**src/rtl/mips_pkg.sv**
```systemverilog
// mips_pkg: opcode and ALU function encodings shared by the execute datapath and CPU FSM
package mips_pkg;
  typedef enum logic [5:0] {
    OP_RTYPE = 6'b000000,
    OP_J     = 6'b000010,
    OP_JAL   = 6'b000011,
    OP_ADDIU = 6'b001001,
    OP_SLTI  = 6'b001010,
    OP_SLTIU = 6'b001011,
    OP_ANDI  = 6'b001100,
    OP_ORI   = 6'b001101,
    OP_XORI  = 6'b001110,
    OP_LW    = 6'b100011,
    OP_SW    = 6'b101011
  } opcode_t;
  typedef enum logic [5:0] {
    FN_SLL  = 6'b000000,
    FN_SRL  = 6'b000010,
    FN_SRA  = 6'b000011,
    FN_SLLV = 6'b000100,
    FN_SRLV = 6'b000110,
    FN_SRAV = 6'b000111,
    FN_JR   = 6'b001000,
    FN_ADDU = 6'b100001,
    FN_SUBU = 6'b100011,
    FN_AND  = 6'b100100,
    FN_OR   = 6'b100101,
    FN_XOR  = 6'b100110,
    FN_NOR  = 6'b100111,
    FN_SLT  = 6'b101010,
    FN_SLTU = 6'b101011
  } fn_t;
endpackage

```
**src/rtl/alu.sv**
```systemverilog
// alu: combinational 32-bit ALU; undefined function codes produce zero
module alu
  import mips_pkg::*;
(
  input  logic [5:0]  fncode,
  input  logic [31:0] op_a,
  input  logic [31:0] op_b,
  input  logic [4:0]  shamt,
  output logic [31:0] result
);
  always_comb begin
    result = 32'd0;
    case (fncode)
      FN_ADDU: result = op_a + op_b;
      FN_SUBU: result = op_a - op_b;
      FN_AND:  result = op_a & op_b;
      FN_OR:   result = op_a | op_b;
      FN_XOR:  result = op_a ^ op_b;
      FN_NOR:  result = ~(op_a | op_b);
      FN_SLT:  result = {31'd0, $signed(op_a) < $signed(op_b)};
      FN_SLTU: result = {31'd0, op_a < op_b};
      FN_SLL:  result = op_b << shamt;
      FN_SRL:  result = op_b >> shamt;
      FN_SRA:  result = $signed(op_b) >>> shamt;
      FN_SLLV: result = op_b << op_a[4:0];
      FN_SRLV: result = op_b >> op_a[4:0];
      FN_SRAV: result = $signed(op_b) >>> op_a[4:0];
      default: result = 32'd0;
    endcase
  end
endmodule

```
**src/rtl/alu_ctrl.sv**
```systemverilog
// alu_ctrl: maps opcode/funct to the ALU function code (MIPS funct encoding)
module alu_ctrl
  import mips_pkg::*;
(
  input  logic [5:0] opcode,
  input  logic [5:0] rtype_fncode,
  output logic [5:0] fncode
);
  always_comb begin
    fncode = FN_ADDU;
    case (opcode)
      OP_RTYPE: fncode = rtype_fncode;
      OP_ANDI:  fncode = FN_AND;
      OP_ORI:   fncode = FN_OR;
      OP_XORI:  fncode = FN_XOR;
      OP_SLTI:  fncode = FN_SLT;
      OP_SLTIU: fncode = FN_SLTU;
      default:  fncode = FN_ADDU;
    endcase
  end
endmodule

```
**src/rtl/reg_file.sv**
```systemverilog
// reg_file: 32x32 register file, two combinational read ports plus a v0 tap, r0 hardwired to zero
module reg_file (
  input  logic        clk,
  input  logic        reset,
  input  logic [4:0]  addr_a,
  input  logic [4:0]  addr_b,
  input  logic [4:0]  write_addr,
  input  logic        write,
  input  logic [31:0] data_in,
  output logic [31:0] a,
  output logic [31:0] b,
  output logic [31:0] register_v0
);
  logic [31:0] regs_q [32];
  logic [31:0] regs_d [32];
  always_comb begin
    regs_d = regs_q;
    if (reset) regs_d = '{default: '0};
    else if (write && write_addr != 5'd0) regs_d[write_addr] = data_in;
  end
  always_ff @(posedge clk) regs_q <= regs_d;
  // r0 is masked on read so it is zero even before the first reset
  assign a = (addr_a == 5'd0) ? 32'd0 : regs_q[addr_a];
  assign b = (addr_b == 5'd0) ? 32'd0 : regs_q[addr_b];
  assign register_v0 = regs_q[2];
endmodule

```
**src/rtl/mips_exec_datapath.sv**
```systemverilog
// mips_exec_datapath: register file, ALU-control decoder and ALU with the B-operand mux
module mips_exec_datapath
  import mips_pkg::*;
(
  input  logic        clk,
  input  logic        reset,
  input  logic [4:0]  addr_a,
  input  logic [4:0]  addr_b,
  input  logic [4:0]  write_addr,
  input  logic        write,
  input  logic [31:0] data_in,
  input  logic [5:0]  opcode,
  input  logic [5:0]  rtype_fncode,
  input  logic [4:0]  shamt,
  input  logic        alu_b_sel,
  input  logic [31:0] imm,
  output logic [31:0] a,
  output logic [31:0] b,
  output logic [5:0]  fncode,
  output logic [31:0] alu_out,
  output logic [31:0] register_v0
);
  logic [31:0] alu_b;
  reg_file u_reg_file (
    .clk(clk), .reset(reset), .addr_a(addr_a), .addr_b(addr_b),
    .write_addr(write_addr), .write(write), .data_in(data_in),
    .a(a), .b(b), .register_v0(register_v0)
  );
  alu_ctrl u_alu_ctrl (.opcode(opcode), .rtype_fncode(rtype_fncode), .fncode(fncode));
  assign alu_b = alu_b_sel ? imm : b;
  alu u_alu (.fncode(fncode), .op_a(a), .op_b(alu_b), .shamt(shamt), .result(alu_out));
endmodule

```
**config.mk**
```make
export PLATFORM = sky130hd
export DESIGN_NAME = mips_exec_datapath
export DESIGN_NICKNAME = d
export VERILOG_FILES = /design/src/rtl/mips_pkg.sv /design/src/rtl/alu.sv /design/src/rtl/alu_ctrl.sv /design/src/rtl/reg_file.sv /design/src/rtl/mips_exec_datapath.sv
export SDC_FILE = /design/constraint.sdc
export NUM_CORES = 2
export LEC_CHECK = 0
export CELL_PAD_IN_SITES_DETAIL_PLACEMENT = 0
export CELL_PAD_IN_SITES_GLOBAL_PLACEMENT = 1
export CORE_UTILIZATION = 31
export CTS_BUF_LIST = sky130_fd_sc_hd__clkbuf_4
export CTS_CLUSTER_SIZE = 25
export DETAILED_ROUTE_END_ITERATION = 10
export PLACE_DENSITY_LB_ADDON = 0.2
export REMOVE_ABC_BUFFERS = 1
export SLEW_MARGIN = 20
export SYNTH_ARGS = -nofsm -noshare
export SYNTH_HDL_FRONTEND = slang
export SYNTH_HIERARCHICAL = 1
export SYNTH_SLANG_ARGS = --single-unit
```
**constraint.sdc**
```tcl
create_clock -name clk -period 15.2 [get_ports clk]
set_input_delay 3.04 -clock clk [delete_from_list [all_inputs] [get_ports clk]]
set_output_delay 3.04 -clock clk [all_outputs]
set_load 0.03 [all_outputs]
```
==> metrics <==
status=complete, no violations; post-layout util=about a third; Setup Buffers After CTS=0; Num CTS Buffers=between 300 and 400; initial antenna violation count=14; Max H-tree Level=5; commonest non-fill, non-tap cell in the layout=nand2_1; Final nets=between 7k and 8k; routability cong.=roughly 0.99; number of max-cap violations=0; Clock Skews=0 ns; Async SR Flop Fraction=0%; beginning of the worst hold path=u_reg_file/regs_q[76]$_SDFFE_PP0P_; hold_ws=around 0.46 ns; pre-CTS WS=1.44 ns; r2r setup slk=14.26 ns; RSZ-0062 raised after global routing=no; R2R Path Start=u_reg_file/register_v0[23]$_SDFFE_PP0P_; Fin. Hold Viols=0; Final setup viols=0; Final ANT Viol Nets=0; PortBufs=around 230; Longest Clk Path Bufs=4; most frequent cells in the layout=2147 x nand2_1, 1159 x a21oi_1, 1024 x dfxtp_1; layout cells sized above 1=~17%; Seq/Total Area, Yosys=a little under a third; die area=between 0.2 and 0.25 sq mm; largest net degree at the start of global routing=165; minimum clock period=13.99 ns; number of synthesized flops with an enable pin=0; Core ar.=about 0.21 sq mm; DIE HEIGHT=457 um; CTS clk-pin slew, worst paths=~0.050 ns; final wirelength=about 340000 um; HP Class=reg -> reg; CTS Hold Bufs=0; Die Wd=between 400 and 500 um; period utilization=around 92%; initial core utilization=roughly 31%; Netlist cell types=slightly above 90; GR Overflow Total=0; Synth Cell Area=between 0.06 and 0.07 sq mm; CP max FO=22; Setup CP Type=in -> out; Worst Tran Pin Value=around 1.3 ns; DRT Pass-1 Iters=6; first-pass GRT wire length=471000 um; Static Leak=around 25 nW; CTS tree=done; post-route worst setup slack=between 1 and 1.5 ns; Final HPWL DP=between 200000 and 250000 um; Max Fclk=0.0715 GHz; area delta synth->final=12.8%; maximum VDD drop=between 0.08 and 0.09 mV; CP Data Arrival Time=between 10 and 15 ns; number of global-route vias before repair=59.9k; #FFs+latches synth=between 1k and 1.5k; row cnt=166; via count=around 63k; cell area after layout=0.0725 sq mm; Critical Path End Type=primary output; number of vias per cell=between 5 and 6; Ports=234; Startpoint Class=primary input; Most used DFF post-synth=dfxtp_1; pwr dens=around 93 mW/mm^2; cts repair resizes=0; DRC=0; Worst R2R Path Depth=2; cell area after placement=between 0.06 and 0.07 sq mm; hold path cells=2; Root Driver=clkbuf_4; YS warnings=6; clk_lat worst skew=between 1 and 1.5 ns; Synth Instances=around 7.7k; Data required, critical path=between 10 and 15 ns; Endpoint, Worst Hold=u_reg_file/regs_q[76]$_SDFFE_PP0P_; number of clock sinks=between 1k and 1.5k; r2r endpoint=u_reg_file/register_v0[23]$_SDFFE_PP0P_; max_slew headroom=between 10% and 20%; Slew Limit Fails=0; GRT Util Overall=31.4%; Syn Area/Cell=around 8.3 sq um; Starting DRT DRC Count=just over 7k; WL/cell=between 30 and 40 um
-- power breakdown --
part / leakage [nW] / internal [mW] / switching (mW)
logic: 14.5 / 0.436 / 0.953
clock network: 2.12 / 1.35 / 1.27
registers: 8.25 / 2.70 / 0.0162
total: 24.8 / 4.49 / 2.24
-- sequential cells by signal (all words and copies together) (netlist names) --
name and flops:
u_reg_file/regs_q 992, u_reg_file/register_v0 32
-- worst max-delay path: stages --
cell             delay, ns
clkdlybuf4s50_1       1.19
or3b_2                1.02
o221ai_1              0.21
a211oi_1              0.53
nor3_2                0.09
buf_4                 0.24
inv_1                 0.24
nor3_1                0.14
a21oi_4               0.62
buf_4                 0.42
nor2_1                0.19
a21oi_1               0.89
nand2_1               0.18
a311oi_1              0.92
a311oi_1              0.13
o21ai_0               0.14
clkdlybuf4s50_1       0.70
-- synthesized netlist by cell type, drive strengths merged, types with 90 or more instances --
| library cell | n | share of area [%] |
|---|---|---|
| a211oi | 107 | 1.3 |
| dfxtp | 1024 | 32 |
| mux2i | 482 | 7.5 |
| o21ai | 90 | 0.70 |
| buf | 286 | 3.0 |
| clkbuf | 534 | 3.1 |
| a22oi | 116 | 1.4 |
| a21oi | 1165 | 9.1 |
| ha | 98 | 1.9 |
| nor2 | 152 | 0.90 |
| nor2b | 96 | 0.93 |
| mux4 | 399 | 14 |
| nand2 | 2173 | 13 |
| inv | 100 | 0.58 |
-- layer usage --
metal	global-route usage (%)	share of wire (%)	wire length, um	up-vias
met3	5.58	7.8	26600	708
met5	0	0.0068	23	-
li1	-	-	-	27500
met1	39.9	40	137000	31400
met4	18.4	6.1	20900	4
met2	49.8	46	156000	3401
-- worst max path at each step --
stage	start	end
final	addr_a[3]	alu_out[15]
after global routing	addr_a[3]	alu_out[30]
after CTS	addr_a[3]	alu_out[30]
after detailed placement	addr_a[3]	alu_out[30]
after global placement	addr_a[3]	alu_out[30]
after floorplan	opcode[1]	alu_out[9]
-- area by class of cell --
cell class | instances | area, sq um
Fill cell | 21400 | 133000
Multi-Input combinational cell | 5766 | 40000
Sequential cell | 1024 | 20500
Timing Repair Buffer | 525 | 4670
Tap cell | 2688 | 3360
Clock buffer | 431 | 3240
Inverter | 100 | 375
Clock inverter | 47 | 285
Antenna cell | 8 | 20.0
-- through the flow --
step           TNS [ns]  power [mW]  instances
5_1_grt               0        6.97      10600
3_3_place_gp          0        4.14      10100
3_5_place_dp          0        4.14      10100
4_1_cts               0        6.76      10600
6_report              0        6.73      10600
2_1_floorplan   -125.70        3.40       6890
-- cell families (layout without fill, tap and decap cells) --
| logic type | count (synthesis) | count (layout) | share of synthesized area, % |
|---|---|---|---|
| DFF | 1024 | 1024 | 31.9 |
| adders and majority gates | 100 | 100 | 1.97 |
| buffers and inverters | 920 | 1103 | 6.67 |
| xor gates and xnor gates | 52 | 52 | 0.709 |
| AOI/OAI and AO/OA | 1930 | 1930 | 18.2 |
| other | 0 | 8 | 0 |
| muxes | 963 | 963 | 23.1 |
| and+or+nand+nor | 2721 | 2721 | 17.4 |
Note: power is estimated with default switching activity, not from simulation.
